--- config.mk ---
export PLATFORM = sky130hd
export DESIGN_NAME = ascii_stream_arbiter
export DESIGN_NICKNAME = d
export VERILOG_FILES = /design/src/rtl/ascii_stream_arbiter.sv
export SDC_FILE = /design/constraint.sdc
export NUM_CORES = 1
export LEC_CHECK = 0
export ABC_AREA = 1
export CAP_MARGIN = 20
export CORE_ASPECT_RATIO = 0.8
export CORE_MARGIN = 5
export CORE_UTILIZATION = 53
export CTS_BUF_LIST = sky130_fd_sc_hd__clkbuf_4
export DETAILED_ROUTE_END_ITERATION = 8
export GPL_TIMING_DRIVEN = 0
export PLACE_DENSITY = 0.92
export SLEW_MARGIN = 20
export SYNTH_ARGS = -nofsm -noshare
export SYNTH_HDL_FRONTEND = slang
export SYNTH_SLANG_ARGS = --single-unit
--- constraint.sdc ---
create_clock -name clk -period 2.2 [get_ports clk]
set_clock_uncertainty 0.2 [all_clocks]
set_input_delay 0.22 -clock clk [delete_from_list [all_inputs] [get_ports clk]]
set_output_delay 0.22 -clock clk [all_outputs]
set_load 0.1 [all_outputs]
--- src/rtl/ascii_stream_arbiter.sv ---
// Round-robin, line-atomic merge of several ASCII sources into one character stream.
// Latency: one cycle from an accepted character (or forced-release LF) to ascii/ascii_val.
// Backpressure: none downstream; requesters are held off via req_rdy while another source owns the line.
module ascii_stream_arbiter #(
    parameter int p_num_req = 2,
    parameter int p_timeout = 255
) (
    input  logic                         clk,
    input  logic                         rst_n,
    input  logic [8*p_num_req-1:0]       req_ascii,
    input  logic [p_num_req-1:0]         req_val,
    output logic [p_num_req-1:0]         req_rdy,
    output logic [7:0]                   ascii,
    output logic                         ascii_val,
    output logic                         locked,
    output logic [$clog2(p_num_req)-1:0] owner
);

    localparam int IW = $clog2(p_num_req);
    localparam int TW = $clog2(p_timeout + 1);

    typedef enum logic {
        ST_IDLE   = 1'b0,
        ST_LOCKED = 1'b1
    } state_t;

    state_t          state_q;
    logic [IW-1:0]   ptr_q;
    logic [IW-1:0]   owner_q;
    logic [TW-1:0]   timer_q;
    logic [7:0]      ascii_q;
    logic            ascii_val_q;

    logic            win_found;
    logic [IW-1:0]   win_idx;
    logic [7:0]      win_char;
    logic [7:0]      own_char;
    logic            own_val;
    logic            timeout;
    int              scan_idx;

    // Increment with explicit wrap so non-power-of-two requester counts stay in range.
    function automatic logic [IW-1:0] next_idx(input logic [IW-1:0] x);
        if (int'(x) == p_num_req - 1) begin
            return '0;
        end
        return x + 1'b1;
    endfunction

    // LF and ESC close a line; everything else (including DEL) is ordinary text.
    function automatic logic is_term(input logic [7:0] c);
        return (c == 8'h0A) || (c == 8'h1B);
    endfunction

    // Rotating priority search starting at ptr; scanned from the far end so the nearest requester wins.
    always_comb begin
        win_found = 1'b0;
        win_idx   = '0;
        scan_idx  = 0;
        for (int i = p_num_req - 1; i >= 0; i--) begin
            scan_idx = int'(ptr_q) + i;
            if (scan_idx >= p_num_req) begin
                scan_idx = scan_idx - p_num_req;
            end
            if (req_val[scan_idx]) begin
                win_found = 1'b1;
                win_idx   = IW'(scan_idx);
            end
        end
    end

    // Owner / winner views and the one-hot ready; ready is squashed during reset and the timeout cycle.
    always_comb begin
        win_char = req_ascii[int'(win_idx)*8 +: 8];
        own_char = req_ascii[int'(owner_q)*8 +: 8];
        own_val  = req_val[owner_q];
        timeout  = (state_q == ST_LOCKED) && (timer_q == TW'(p_timeout));
        req_rdy  = '0;
        if (rst_n) begin
            if (state_q == ST_IDLE) begin
                if (win_found) begin
                    req_rdy[win_idx] = 1'b1;
                end
            end else if (!timeout) begin
                req_rdy[owner_q] = own_val;
            end
        end
    end

    // Arbitration FSM with the registered output character and valid strobe.
    always_ff @(posedge clk or negedge rst_n) begin
        if (!rst_n) begin
            state_q     <= ST_IDLE;
            ptr_q       <= '0;
            owner_q     <= '0;
            timer_q     <= '0;
            ascii_q     <= 8'h00;
            ascii_val_q <= 1'b0;
        end else begin
            ascii_val_q <= 1'b0;
            case (state_q)
                ST_IDLE: begin
                    if (win_found) begin
                        ascii_q     <= win_char;
                        ascii_val_q <= 1'b1;
                        if (is_term(win_char)) begin
                            // A lone terminator is a complete line; no lock is taken.
                            ptr_q <= next_idx(win_idx);
                        end else begin
                            state_q <= ST_LOCKED;
                            owner_q <= win_idx;
                            timer_q <= '0;
                        end
                    end
                end
                ST_LOCKED: begin
                    if (timeout) begin
                        // Stalled owner: close its line on its behalf and hand over.
                        ascii_q     <= 8'h0A;
                        ascii_val_q <= 1'b1;
                        state_q     <= ST_IDLE;
                        ptr_q       <= next_idx(owner_q);
                    end else if (own_val) begin
                        ascii_q     <= own_char;
                        ascii_val_q <= 1'b1;
                        if (is_term(own_char)) begin
                            state_q <= ST_IDLE;
                            ptr_q   <= next_idx(owner_q);
                        end else begin
                            timer_q <= '0;
                        end
                    end else if (timer_q != TW'(p_timeout)) begin
                        timer_q <= timer_q + 1'b1;
                    end
                end
                default: state_q <= ST_IDLE;
            endcase
        end
    end

    assign ascii     = ascii_q;
    assign ascii_val = ascii_val_q;
    assign locked    = (state_q == ST_LOCKED);
    assign owner     = owner_q;

endmodule
==> results.md <==
- Status: complete, no violations
- I/O Buffers: 32
- Storage element area: approximately 500 um2
- CTS buffer count: 3
- CP max stage cell: dfrtp_4
- Worst skew pair latency: around 0.32 ns
- Placement Cell Area: slightly above 2000 um2
- Max cap viols: 0
- Slowest Stage Delay on Critical Path: approximately 0.52 ns
- WP data required: between 2 and 2.5 ns
- Max Slew Vio Count: 0
- Core area: 2830 um2
- Peak Freq: between 400 and 500 MHz
- Routed wire per std cell: between 10 and 15 um
- CTS tree: built
- Die Ht: ~60 um
- Filler cells: between 200 and 250
- Pleak: approximately 1.1 nW
- Via count: ~1800
- Routed Antenna Nets: 0
- Netlist Area Pre-Place: around 1600 um2
- Warnings, synthesis: 0
- Sink Count: 20
- Vias per Instance: 5.46
- Most frequent cells in the layout: 102 x nand2_1, 28 x nand3_1, 27 x inv_1
- Number of global-route vias before repair: 1594
- Hold Crit Class: in -> reg
- Routed wire length: 4520 um
- GRT Total Usage: 0.216
- Post-Syn Nets: between 200 and 300
- Initial Util: 0.565
- Met2 usage: 0.325
- Peak VDD IR: between 1000 and 1500 uV
- DRC: 0
- Unrepaired setup endpoints after global routing: yes
- N_diodes: 0
- Num ports: 33
- CP Class: reg -> reg
- Largest net degree at the start of global routing: 21
- DP HPWL: 3190 um
- Row count: 17
- Die area: ~4200 um2
- Slew @ Worst Pin: 0.973 ns
- Sequential share of the synthesized area: 0.313
- Met1 Track Usage GR: 0.322
- Antenna violations before repair: 0
- Crit path cell chain: buf_4 > buf_4 > o21ai_1 > nand3_1 > nor2_2 > nand3_1 > nand2_1 > inv_1 > nand4_1 > nand2_1
- Initial drt markers: 146
- Worst-path clk slew: 0.13 ns
- CP Data Arrival Time: about 2.2 ns
- Power Density: about 1200 nW/um2
- Most common cell after layout, fill and taps aside: nand2_1
- GP Congestion: approximately 0.85
- Critical Path End Type: flip-flop
- Met3 GRT Util: 0.0475
- Sum Neg Setup Slack: 0 ns
- Share of layout cells above drive strength 1: 0.168
- Cell count after synthesis: around 260
- First-pass GRT wire length: ~7400 um
- Area of the multi-input gates: about 990 um2
- Setup Viol. Count Final: 0
- Die width: about 71 um
- Nets: 320
- Min cycle time layout: roughly 2.2 ns
- Crit Path Max Fanout: 10
- CTS H-tree lvls: 1
- Design Area, Final: around 2100 um2
- 1st-pass router iterations: 4
- Flops & latches, synth: 20
- Crit path buffers/inverters: 3
- Grt peak-use layer: met2
- Worst setup SP type: flip-flop
- Avg Inst Size Synth: a little over 6 um2
- Hold Fails Final Rpt: 0
- Gr ovfl total: 0
- Area delta synth->final: 33.2%
- Cell family with the largest share of critical-path delay: simple AND/OR/NAND/NOR gates
- Root buffer cell: clkbuf_4
- Worst slew margin: 0.354
- Clk buf depth: 2
- Post-synthesis cell type count: 27
- Final Util: 0.752
- Fin crit share: 0.978
-- final timing paths --
| path | end | cells past startpoint | from | slack [ns] |
|---|---|---|---|---|
| min reg2reg | ascii[2] | 2 | ascii[2] | 0.29 |
| max reg2reg | timer_q[3] | 10 | owner | 0.05 |
| max | timer_q[3] | 10 | owner | 0.05 |
| min in group asynchronous | ascii[4] | 2 | rst_n | 0.45 |
| min | owner | 3 | req_val[1] | 0.26 |
| max in group asynchronous | owner | 2 | rst_n | 0.71 |
-- worst register-to-register path: cells and delay by family, from the launching register on --
family	cells	cell delay [ns]
compound gates	1	0.20
simple gates	6	0.68
buf+inv	3	0.42
flops	1	0.52
-- per-layer routing --
| metal | part of all wire | wire length (um) |
|---|---|---|
| met5 | 0 | 0 |
| met4 | 0.0086 | 39 |
| met3 | 0.081 | 364 |
| met2 | 0.45 | 2040 |
| met1 | 0.46 | 2070 |
-- synth_stat cells --
cell type | n | area share
nor3_1 | 1 | 0.0031
dfrtp_1 | 20 | 0.31
nor2_2 | 2 | 0.0078
nand2_1 | 106 | 0.25
nand3_1 | 29 | 0.091
clkbuf_1 | 3 | 0.0070
nor4_1 | 1 | 0.0039
nand2_2 | 1 | 0.0039
a21oi_1 | 6 | 0.019
ha_1 | 1 | 0.0078
a31oi_1 | 1 | 0.0039
o221ai_1 | 2 | 0.011
nand2_4 | 1 | 0.0070
o21ai_1 | 1 | 0.0031
nor2_1 | 15 | 0.035
or2_2 | 3 | 0.012
buf_6 | 3 | 0.021
nor2_4 | 1 | 0.0070
nor3_2 | 1 | 0.0063
inv_2 | 3 | 0.0070
nand4_1 | 9 | 0.035
buf_4 | 3 | 0.014
o22ai_1 | 4 | 0.016
o21ai_2 | 1 | 0.0055
inv_1 | 31 | 0.073
o21ai_0 | 8 | 0.025
nand3_2 | 2 | 0.013
-- flip-flops by register name, summed over array words and instances, names as in the netlist --
signal	count
ascii_val	1
ptr_q	1
locked	1
ascii	8
owner	1
timer_q	8
-- through the flow --
step / setup WS [ns] / hold slack (ns) / total power [mW] / cells
after global placement: -1.21 / 0.258 / 2.27 / 329
after detailed placement: -1.23 / 0.270 / 2.30 / 329
after CTS: 0.00307 / 0.290 / 2.47 / 335
final: 0.0480 / 0.257 / 2.52 / 336
after global routing: -0.0211 / 0.278 / 2.67 / 336
after floorplan: -0.100 / -0.276 / 1.88 / 259
-- logic make-up (layout without fill, tap and decap cells) --
family | Yosys count | in the layout | share of synthesized area
compound gates | 23 | 23 | 0.0830
fa+ha+maj | 1 | 1 | 0.00783
buf+inv | 43 | 82 | 0.122
flops | 20 | 20 | 0.313
simple gates | 172 | 172 | 0.474
-- final cells by class --
cell class                 count  share of cell area
tap                           38              0.0223
timing repair buffer          37               0.168
buffer                         7              0.0294
inverter                      34              0.0641
clock buffer                   4              0.0141
sequential                    20               0.239
multi-input combinational    196               0.464
-- power by group --
group | leakage [nW] | internal, mW | switching (mW)
clock network | 0.0184 | 0.0832 | 0.121
logic | 0.850 | 0.420 | 1.32
registers | 0.249 | 0.499 | 0.0771
-- what timing repair did --
item | 4_1_cts | 5_1_grt
setup endpoints to repair | 13 | 13
hold buffers | 1 | 0
resized for setup | 35 | 12
buffers inserted | 2 | 2
hold endpoints to repair | 20 | 0
pin swaps | 3 | 4
cloned | 0 | 0
No activity file was read; power rests on OpenSTA's default activity.
